**src/rtl/phase_step_sequencer.sv**
```systemverilog
// phase_step_sequencer: splits a total phase offset into bounded steps and drives
// one adjust-enable pulse per step toward the DDSM phase adder.
// The phase-add word is stable one cycle before the enable rises.
// Ports:
//   i_clk, i_rst          clock, synchronous active-high reset
//   i_req_valid/o_req_ready, i_req_total, i_max_step   request handshake
//   i_abort               stop at the next step boundary
//   o_phaseadjusten, o_phaseadd                         phase adder interface
//   o_busy, o_done, o_aborted, o_step_count             host status
module phase_step_sequencer #(
    parameter int unsigned P_DATA_WIDTH = 12,
    parameter int unsigned P_REQ_WIDTH  = 16,
    parameter int unsigned P_PULSE_LEN  = 4,
    parameter int unsigned P_GAP_LEN    = 8
) (
    input  logic                    i_clk,
    input  logic                    i_rst,
    input  logic                    i_req_valid,
    output logic                    o_req_ready,
    input  logic [P_REQ_WIDTH-1:0]  i_req_total,
    input  logic [P_DATA_WIDTH-1:0] i_max_step,
    input  logic                    i_abort,
    output logic                    o_phaseadjusten,
    output logic [P_DATA_WIDTH-1:0] o_phaseadd,
    output logic                    o_busy,
    output logic                    o_done,
    output logic                    o_aborted,
    output logic [P_REQ_WIDTH-1:0]  o_step_count
);

    localparam int unsigned DW      = P_DATA_WIDTH;
    localparam int unsigned RW      = P_REQ_WIDTH;
    localparam int unsigned TMR_MAX = (P_PULSE_LEN > P_GAP_LEN) ? P_PULSE_LEN : P_GAP_LEN;
    localparam int unsigned TW      = $clog2(TMR_MAX + 1);
    localparam logic [TW-1:0] PULSE_LAST = TW'(P_PULSE_LEN - 1);
    localparam logic [TW-1:0] GAP_LAST   = TW'(P_GAP_LEN - 1);

    typedef enum logic [2:0] {
        ST_IDLE,
        ST_SETUP,
        ST_PULSE,
        ST_GAP,
        ST_DONE
    } state_t;

    state_t          state_q, state_d;
    logic [TW-1:0]   tmr_q, tmr_d;
    logic [RW-1:0]   rem_q, rem_d;
    logic [DW-1:0]   max_q, max_d;
    logic [DW-1:0]   step_q, step_d;
    logic            abort_q, abort_d;
    logic [RW-1:0]   cnt_q, cnt_d;

    logic            ready_q, ready_d;
    logic            en_q, en_d;
    logic [DW-1:0]   pa_q, pa_d;
    logic            busy_q, busy_d;
    logic            done_q, done_d;
    logic            aborted_q, aborted_d;

    logic            accept;
    logic            abort_now;
    logic [DW-1:0]   max_in_eff;

    // Step size is the smaller of what is left and the per-step limit.
    function automatic logic [DW-1:0] min_step(input logic [RW-1:0] rem,
                                               input logic [DW-1:0] mx);
        if (rem < RW'(mx)) begin
            return DW'(rem);
        end
        return mx;
    endfunction

    // ready_q is only high in IDLE, so it doubles as the acceptance qualifier.
    assign accept     = i_req_valid & ready_q;
    assign abort_now  = abort_q | i_abort;
    assign max_in_eff = (i_max_step == '0) ? '1 : i_max_step;

    // Next-state, counters, and next value of every registered output.
    always_comb begin
        state_d = state_q;
        tmr_d   = tmr_q;
        rem_d   = rem_q;
        max_d   = max_q;
        step_d  = step_q;
        abort_d = abort_q;
        cnt_d   = cnt_q;

        case (state_q)
            ST_IDLE: begin
                abort_d = 1'b0;
                if (accept) begin
                    rem_d   = i_req_total;
                    max_d   = max_in_eff;
                    cnt_d   = '0;
                    // Abort with the handshake takes effect at the first SETUP.
                    abort_d = i_abort;
                    if (i_req_total == '0) begin
                        state_d = ST_DONE;
                    end else begin
                        state_d = ST_SETUP;
                        step_d  = min_step(i_req_total, max_in_eff);
                    end
                end
            end
            ST_SETUP: begin
                abort_d = abort_now;
                tmr_d   = '0;
                state_d = abort_now ? ST_DONE : ST_PULSE;
            end
            ST_PULSE: begin
                // A started pulse always runs to completion.
                abort_d = abort_now;
                if (tmr_q == PULSE_LAST) begin
                    rem_d   = rem_q - RW'(step_q);
                    cnt_d   = cnt_q + RW'(1);
                    tmr_d   = '0;
                    state_d = ST_GAP;
                end else begin
                    tmr_d = tmr_q + TW'(1);
                end
            end
            ST_GAP: begin
                abort_d = abort_now;
                if (tmr_q == GAP_LAST) begin
                    tmr_d = '0;
                    if ((rem_q == '0) || abort_now) begin
                        state_d = ST_DONE;
                    end else begin
                        state_d = ST_SETUP;
                        step_d  = min_step(rem_q, max_q);
                    end
                end else begin
                    tmr_d = tmr_q + TW'(1);
                end
            end
            ST_DONE: begin
                state_d = ST_IDLE;
            end
            default: begin
                state_d = ST_IDLE;
            end
        endcase

        // Outputs are a registered function of the state being entered.
        ready_d   = (state_d == ST_IDLE);
        busy_d    = (state_d != ST_IDLE);
        en_d      = (state_d == ST_PULSE);
        pa_d      = ((state_d == ST_SETUP) || (state_d == ST_PULSE)) ? step_d : '0;
        done_d    = (state_d == ST_DONE);
        aborted_d = (state_d == ST_DONE) & abort_d;
    end

    // State and output registers.
    always_ff @(posedge i_clk) begin
        if (i_rst) begin
            state_q   <= ST_IDLE;
            tmr_q     <= '0;
            rem_q     <= '0;
            max_q     <= '0;
            step_q    <= '0;
            abort_q   <= 1'b0;
            cnt_q     <= '0;
            ready_q   <= 1'b0;
            en_q      <= 1'b0;
            pa_q      <= '0;
            busy_q    <= 1'b0;
            done_q    <= 1'b0;
            aborted_q <= 1'b0;
        end else begin
            state_q   <= state_d;
            tmr_q     <= tmr_d;
            rem_q     <= rem_d;
            max_q     <= max_d;
            step_q    <= step_d;
            abort_q   <= abort_d;
            cnt_q     <= cnt_d;
            ready_q   <= ready_d;
            en_q      <= en_d;
            pa_q      <= pa_d;
            busy_q    <= busy_d;
            done_q    <= done_d;
            aborted_q <= aborted_d;
        end
    end

    assign o_req_ready     = ready_q;
    assign o_phaseadjusten = en_q;
    assign o_phaseadd      = pa_q;
    assign o_busy          = busy_q;
    assign o_done          = done_q;
    assign o_aborted       = aborted_q;
    assign o_step_count    = cnt_q;

endmodule

```
**config.mk**
```make
export PLATFORM = sky130hd
export DESIGN_NAME = phase_step_sequencer
export DESIGN_NICKNAME = d
export VERILOG_FILES = /design/src/rtl/phase_step_sequencer.sv
export SDC_FILE = /design/constraint.sdc
export NUM_CORES = 1
export LEC_CHECK = 0
export CAP_MARGIN = 20
export CELL_PAD_IN_SITES_DETAIL_PLACEMENT = 0
export CELL_PAD_IN_SITES_GLOBAL_PLACEMENT = 1
export CORE_ASPECT_RATIO = 1.5
export CORE_MARGIN = 1
export CORE_UTILIZATION = 52
export CTS_CLUSTER_DIAMETER = 200
export DETAILED_ROUTE_END_ITERATION = 8
export DONT_BUFFER_PORTS = 1
export GPL_TIMING_DRIVEN = 0
export PLACE_DENSITY = 0.85
export REMOVE_ABC_BUFFERS = 1
export SYNTH_ARGS = -nofsm -noshare
export SYNTH_HDL_FRONTEND = slang
export SYNTH_SLANG_ARGS = --single-unit
```
**constraint.sdc**
```tcl
create_clock -name i_clk -period 10.9 [get_ports i_clk]
set_input_delay 2.725 -clock i_clk [delete_from_list [all_inputs] [get_ports i_clk]]
set_output_delay 2.725 -clock i_clk [all_outputs]
set_load 0.02 [all_outputs]
```
Yosys cells after proc, flatten, opt, wreduce, memory -nomap -nowiden. Cells that the tools add are included.

Flip-flop bits (word level): 81.

Add/sub/neg operators: 3. $lt $le $gt $ge: 2. Eq/ne operators: 10. Mux-type cells: 36. Bitwise operators: 4. Reduce and logical (&&, ||, !) cells: 14.

Operators with widths (number): 2-to-1 mux 12 bit (9); 2-to-1 mux 16 bit (4); one-hot mux 16 bit (2 select lines) (2); logical NOT 16 bit (2); less-than comparator 16 x 12 -> 1 bit (2); one-hot mux 12 bit (2 select lines) (1); 2-to-1 mux 3 bit (6); adder 16 x 1 -> 16 bit, second input constant (1); subtractor 16 x 12 -> 16 bit (1); logical NOT 12 bit (1); one-hot mux 3 bit (4 select lines) (1); one-hot mux 4 bit (3 select lines) (1); equality test 3 x 2 -> 1 bit, second input constant (3); 2-to-1 mux 1 bit (9); 2-to-1 mux 4 bit (2); equality test 3 x 1 -> 1 bit, second input constant (2); logical NOT 3 bit (2); nonzero test 3 bit (2); adder 4 x 1 -> 4 bit, second input constant (1); equality test 4 x 2 -> 1 bit, second input constant (1); equality test 4 x 3 -> 1 bit, second input constant (1); != test 2 bit, second input constant (2); equality test 3 bit, second input constant (1); AND reduction 3 bit (1); other kinds (9) (11).

Logic depth before layout (Yosys ltp).
Depth after elaboration: 11. Depth in mapped cells: 14. Mapped depth without buffers: 12.

Worst setup path before layout. OpenSTA, ideal clock, no wires.

Path kind: input to register. Start point: in i_max_step[8]. End point: reg step_q[9]. Library setup time: 0.066 ns. Arrival time: 5.651 ns. Data required time: 10.834 ns. Setup slack: 5.183 ns. Stages on the path: 14. Path through: nor4_1 > nand3_1 > nor2_1 > clkbuf_1 > nor2_1 > ha_1 > o211a_1 > a221o_1 > a211oi_1 > o31ai_2 > buf_6 > mux2_1 > o221ai_1 > nor2b_1.

Longest elaborated chain between the ends: 11.

RTL lines: start: declaration (RTL line 21) `input logic [P_DATA_WIDTH-1:0] i_max_step,`; logical NOT 12 bit (RTL line 77) `assign max_in_eff = (i_max_step == '0) ? '1 : i_max_step;`; 2-to-1 mux 12 bit (*) (RTL line 77); less-than comparator 16 x 12 -> 1 bit (RTL line 68) `if (rem < RW'(mx)) begin`; 2-to-1 mux 1 bit (RTL line 68); 2-to-1 mux 1 bit (RTL line 98) `if (i_req_total == '0) begin`; 2-to-1 mux 1 bit (RTL line 92) `if (accept) begin`; 2-to-1 mux 1 bit (RTL line 89) `case (state_q)`; 2-to-1 mux 12 bit (*) (RTL line 71) `return mx;`; 2-to-1 mux 12 bit (*) (RTL line 98); 2-to-1 mux 12 bit (*) (RTL line 92); one-hot mux 12 bit (2 select lines) (*) (RTL line 89); end signal: assignment (RTL line 175) `step_q <= step_d;`; end: declaration (RTL line 50) `logic [DW-1:0] step_q, step_d;`.

Mark *: on every way between the ends. The rest lies on a longest branch, timed or not. The select of a mux whose other input is x is not followed. A chain may end at the register's enable or synchronous reset.

Final worst setup path.
Start point: in i_max_step[8]. End point: reg step_q[8].

The elaborated chain is that of the path after synthesis.

==> impl_metrics.json <==
{
  "run_status": "finished, final reports clean",
  "share_of_flip_flops_with_an_asynchronous_set_or_reset_pct": 0,
  "globalRouteTotalUtil_pct": 26.8,
  "postLayoutCellArea_um2": 5110,
  "cts_inserted_buffers": 9,
  "fillCellCount": 839,
  "floorplan.core_area_um2": 8830,
  "timing_worst_slew_pin_value_ps": 1130,
  "dp.cells": 645,
  "fmax_mhz": 168,
  "clk_root_buffer_cell": "clkbuf_16",
  "sw_frac_of_total_pct": 28.4,
  "number_of_warnings_issued_by_yosys": 0,
  "design_power_total_mw": 0.855,
  "crit_path_end_kind": "register",
  "drt_wl_cell_um": 18.5,
  "intPower_mw": 0.612,
  "synth_edf_count": 0,
  "initial_core_util_pct": 53.4,
  "placed_cell_area_um2": 4770,
  "synth_instances": 559,
  "pwr-share-seq_pct": 38.6,
  "die-area_um2": 9460,
  "hold_path_startpoint": "tmr_q[1]",
  "vdd.ir_drop.worst_uv": 110,
  "timing.rr.end": "o_step_count[10]",
  "synthFlopType": "dfxtp_1",
  "static-leakage-power_nw": 1.98,
  "post_cts_resize_count": 0,
  "route.vias.total": 4032,
  "period_share_pct": 54.7,
  "clk_latency_worst_skew_pair_ps": 340,
  "total_half_perimeter_wirelength_after_legalization_and_detailed_placement_mm": 8.88,
  "setup_repair_after_global_routing_missed_its_margin": "false",
  "worst-r2r-cell-count": 7,
  "post_synth.cell_area_avg_um2": 8.43,
  "grt_first_pass_wirelength_mm": 19.3,
  "syn_area_um2": 4710,
  "synthDominantCellAreaShare_pct": 34.4,
  "worst_setup_path_start_kind": "primary input",
  "final_antenna_net_count": 0,
  "overflow": 0,
  "holdPathEnd": "tmr_q[1]",
  "clock_power_share_pct": 40.9,
  "areaGrowthSynthToFinish_pct": 8.44,
  "hold_viol": 0,
  "antenna_violations_before_repair": 0,
  "cts-root-to-sink-buffers": 2,
  "power.density_nw_per_um2": 167,
  "diodes": 0,
  "smallest_setup_slack_after_layout_ps": 4930,
  "holdCritPathClass": "register to register",
  "clock_tree_from_tritoncts": "yes",
  "leading_cell_type_in_the_layout_fill_and_taps_excluded": "dfxtp_1",
  "instances_no_fill": 661,
  "finalSetupViolCount": 0,
  "cts.htree.levels": 3,
  "floorplan.die.width_um": 79.7,
  "die_height_um": 119,
  "dp_slack_ps": 4580,
  "first_global_vias": 3938,
  "hold_buf_cts": 0,
  "clkTransAtPathRegs_ps": 60,
  "wirelength_mm": 12.2,
  "detailedRoute.firstIterationViolations": 207,
  "drtPass1Iterations": 5,
  "clock-sinks": 81,
  "synth_top_cells_by_area": "dfxtp_1 34%, ha_1 9.6%, nor2_1 5.8%",
  "drive_above_1_share_pct": 5.63,
  "grt_max_degree": 56,
  "critPathKind": "primary input to register",
  "vias_per_cell": 6.10,
  "design.final.nets": 615,
  "max-cap-violations": 0,
  "place_congestion": 0.829,
  "timing.slew.headroom_pct": 24.7,
  "cp_max_fo": 11,
  "worstPathArrival_ps": 6230,
  "layout_min_cycle_time_ps": 5970,
  "placement.io_buffers": 0,
  "cts_post_setup_buffers_inserted": 0,
  "count_of_unresolved_drc_violations_after_routing": 0,
  "synth_seq_area_share_pct": 34.4,
  "crit-reg2reg-launch": "state_q[1]",
  "most-common-layout-cells": "81 x dfxtp_1, 73 x nor2_1, 42 x nand2_1",
  "rows": 42,
  "net_switching_power_of_the_design_mw": 0.243,
  "post-synth-top-area-cell": "dfxtp_1",
  "worstPathRequired_ps": 11170,
  "worstHoldPathCells": 2,
  "synth.distinct_cells": 64,
  "totalNegativeSetupSlack_ps": 0,
  "clock_skew_ps": 9.07,
  "pin_count": 65,
  "worst_hold_slack_ps": 497,
  "power.share.combinational_pct": 20.5,
  "postSynthRegisterBits": 81,
  "maxSlewViolCount": 0,
  "r2r_setup_slack_ps": 7440,
  "final_core_utilization_pct": 57.9
}
==> layer usage <==
metal	share of wire [%]	vias to the layer above	wire, um	global-route usage, %
met5	0	-	0	0
met4	2.6	0	312	11.9
met3	5.7	24	692	6.18
met2	49	117	6030	44.8
met1	42	1909	5190	32.2
li1	-	1982	-	-
==> area by class of cell <==
class / instances / area [um2] / share of cell area, %
clock buffers: 10 / 229 / 4.48
repair buffers: 2 / 38.8 / 0.759
flip-flops and latches: 81 / 1620 / 31.7
clock inverters: 6 / 115 / 2.25
inverters: 40 / 150 / 2.94
multi-input cells: 412 / 2820 / 55.2
well taps: 110 / 138 / 2.69
==> worst max-delay path by stage <==
stage	startpoint	to	slack, ps	cells after the start
2_1_floorplan	i_max_step[8]	step_q[1]	5070	12
3_3_place_gp	i_max_step[8]	o_phaseadd[6]	4400	12
3_5_place_dp	i_max_step[8]	step_q[8]	4580	13
4_1_cts	i_max_step[8]	step_q[8]	4900	13
5_1_grt	i_max_step[10]	step_q[8]	4730	13
6_report	i_max_step[8]	step_q[8]	4930	13
==> worst max-delay path, stage by stage <==
cell and delay, ps:
nor4_1 340, nand3_1 120, nor2_1 460, nor2_1 220
ha_1 350, o211a_1 240, a221o_1 340, a211oi_1 300
o31ai_2 170, buf_6 190, mux2_1 310, o221ai_1 260
nor2b_1 200
==> cell usage after synthesis (2+ instances only) <==
cell type / number
and4_1: 5
o221ai_1: 10
nand2b_1: 7
o311a_1: 2
nand2_1: 42
o211ai_1: 5
a21oi_1: 20
and3_1: 7
a21boi_1: 2
o21ai_1: 2
a31oi_1: 5
dfxtp_1: 81
a211oi_1: 25
nand3_1: 13
a311oi_1: 10
nor2_1: 73
or3_1: 2
clkbuf_1: 18
and2_1: 14
mux2_1: 2
ha_1: 36
mux2_2: 8
mux2i_1: 14
a21o_1: 3
o21ai_0: 11
xor2_1: 15
buf_6: 2
xnor2_1: 6
nor2b_1: 17
inv_1: 40
buf_2: 5
a2bb2oi_1: 2
nand4_1: 6
nor3_1: 8
nor4_1: 10
o21bai_1: 3
==> power by group through the flow <==
stage / Combinational, mW / Clock, mW / Sequential [mW]
floorplan: 0.135 / 0 / 0.331
global placement: 0.168 / 0 / 0.336
detailed placement: 0.173 / 0 / 0.336
CTS: 0.175 / 0.354 / 0.329
global route: 0.195 / 0.367 / 0.332
finish: 0.176 / 0.350 / 0.330
==> registers in the layout (all words and copies together), names as in the netlist <==
register / count
o_step_count: 16
tmr_q: 4
max_q: 12
o_phaseadd: 12
step_q: 12
o_aborted: 1
state_q: 3
o_req_ready: 1
o_busy: 1
rem_q: 16
o_phaseadjusten: 1
o_done: 1
abort_q: 1
==> logic make-up after synthesis <==
| family | share of synthesized area, % |
|---|---|
| XOR/XNOR | 3.90 |
| buffers and inverters | 5.79 |
| adder cells (fa/ha/maj) | 9.98 |
| flip-flops | 34.4 |
| AND/OR/NAND/NOR | 22.5 |
| AO/OA/AOI/OAI | 18.1 |
| multiplexers | 5.36 |
(Power assumes the default switching activity.)
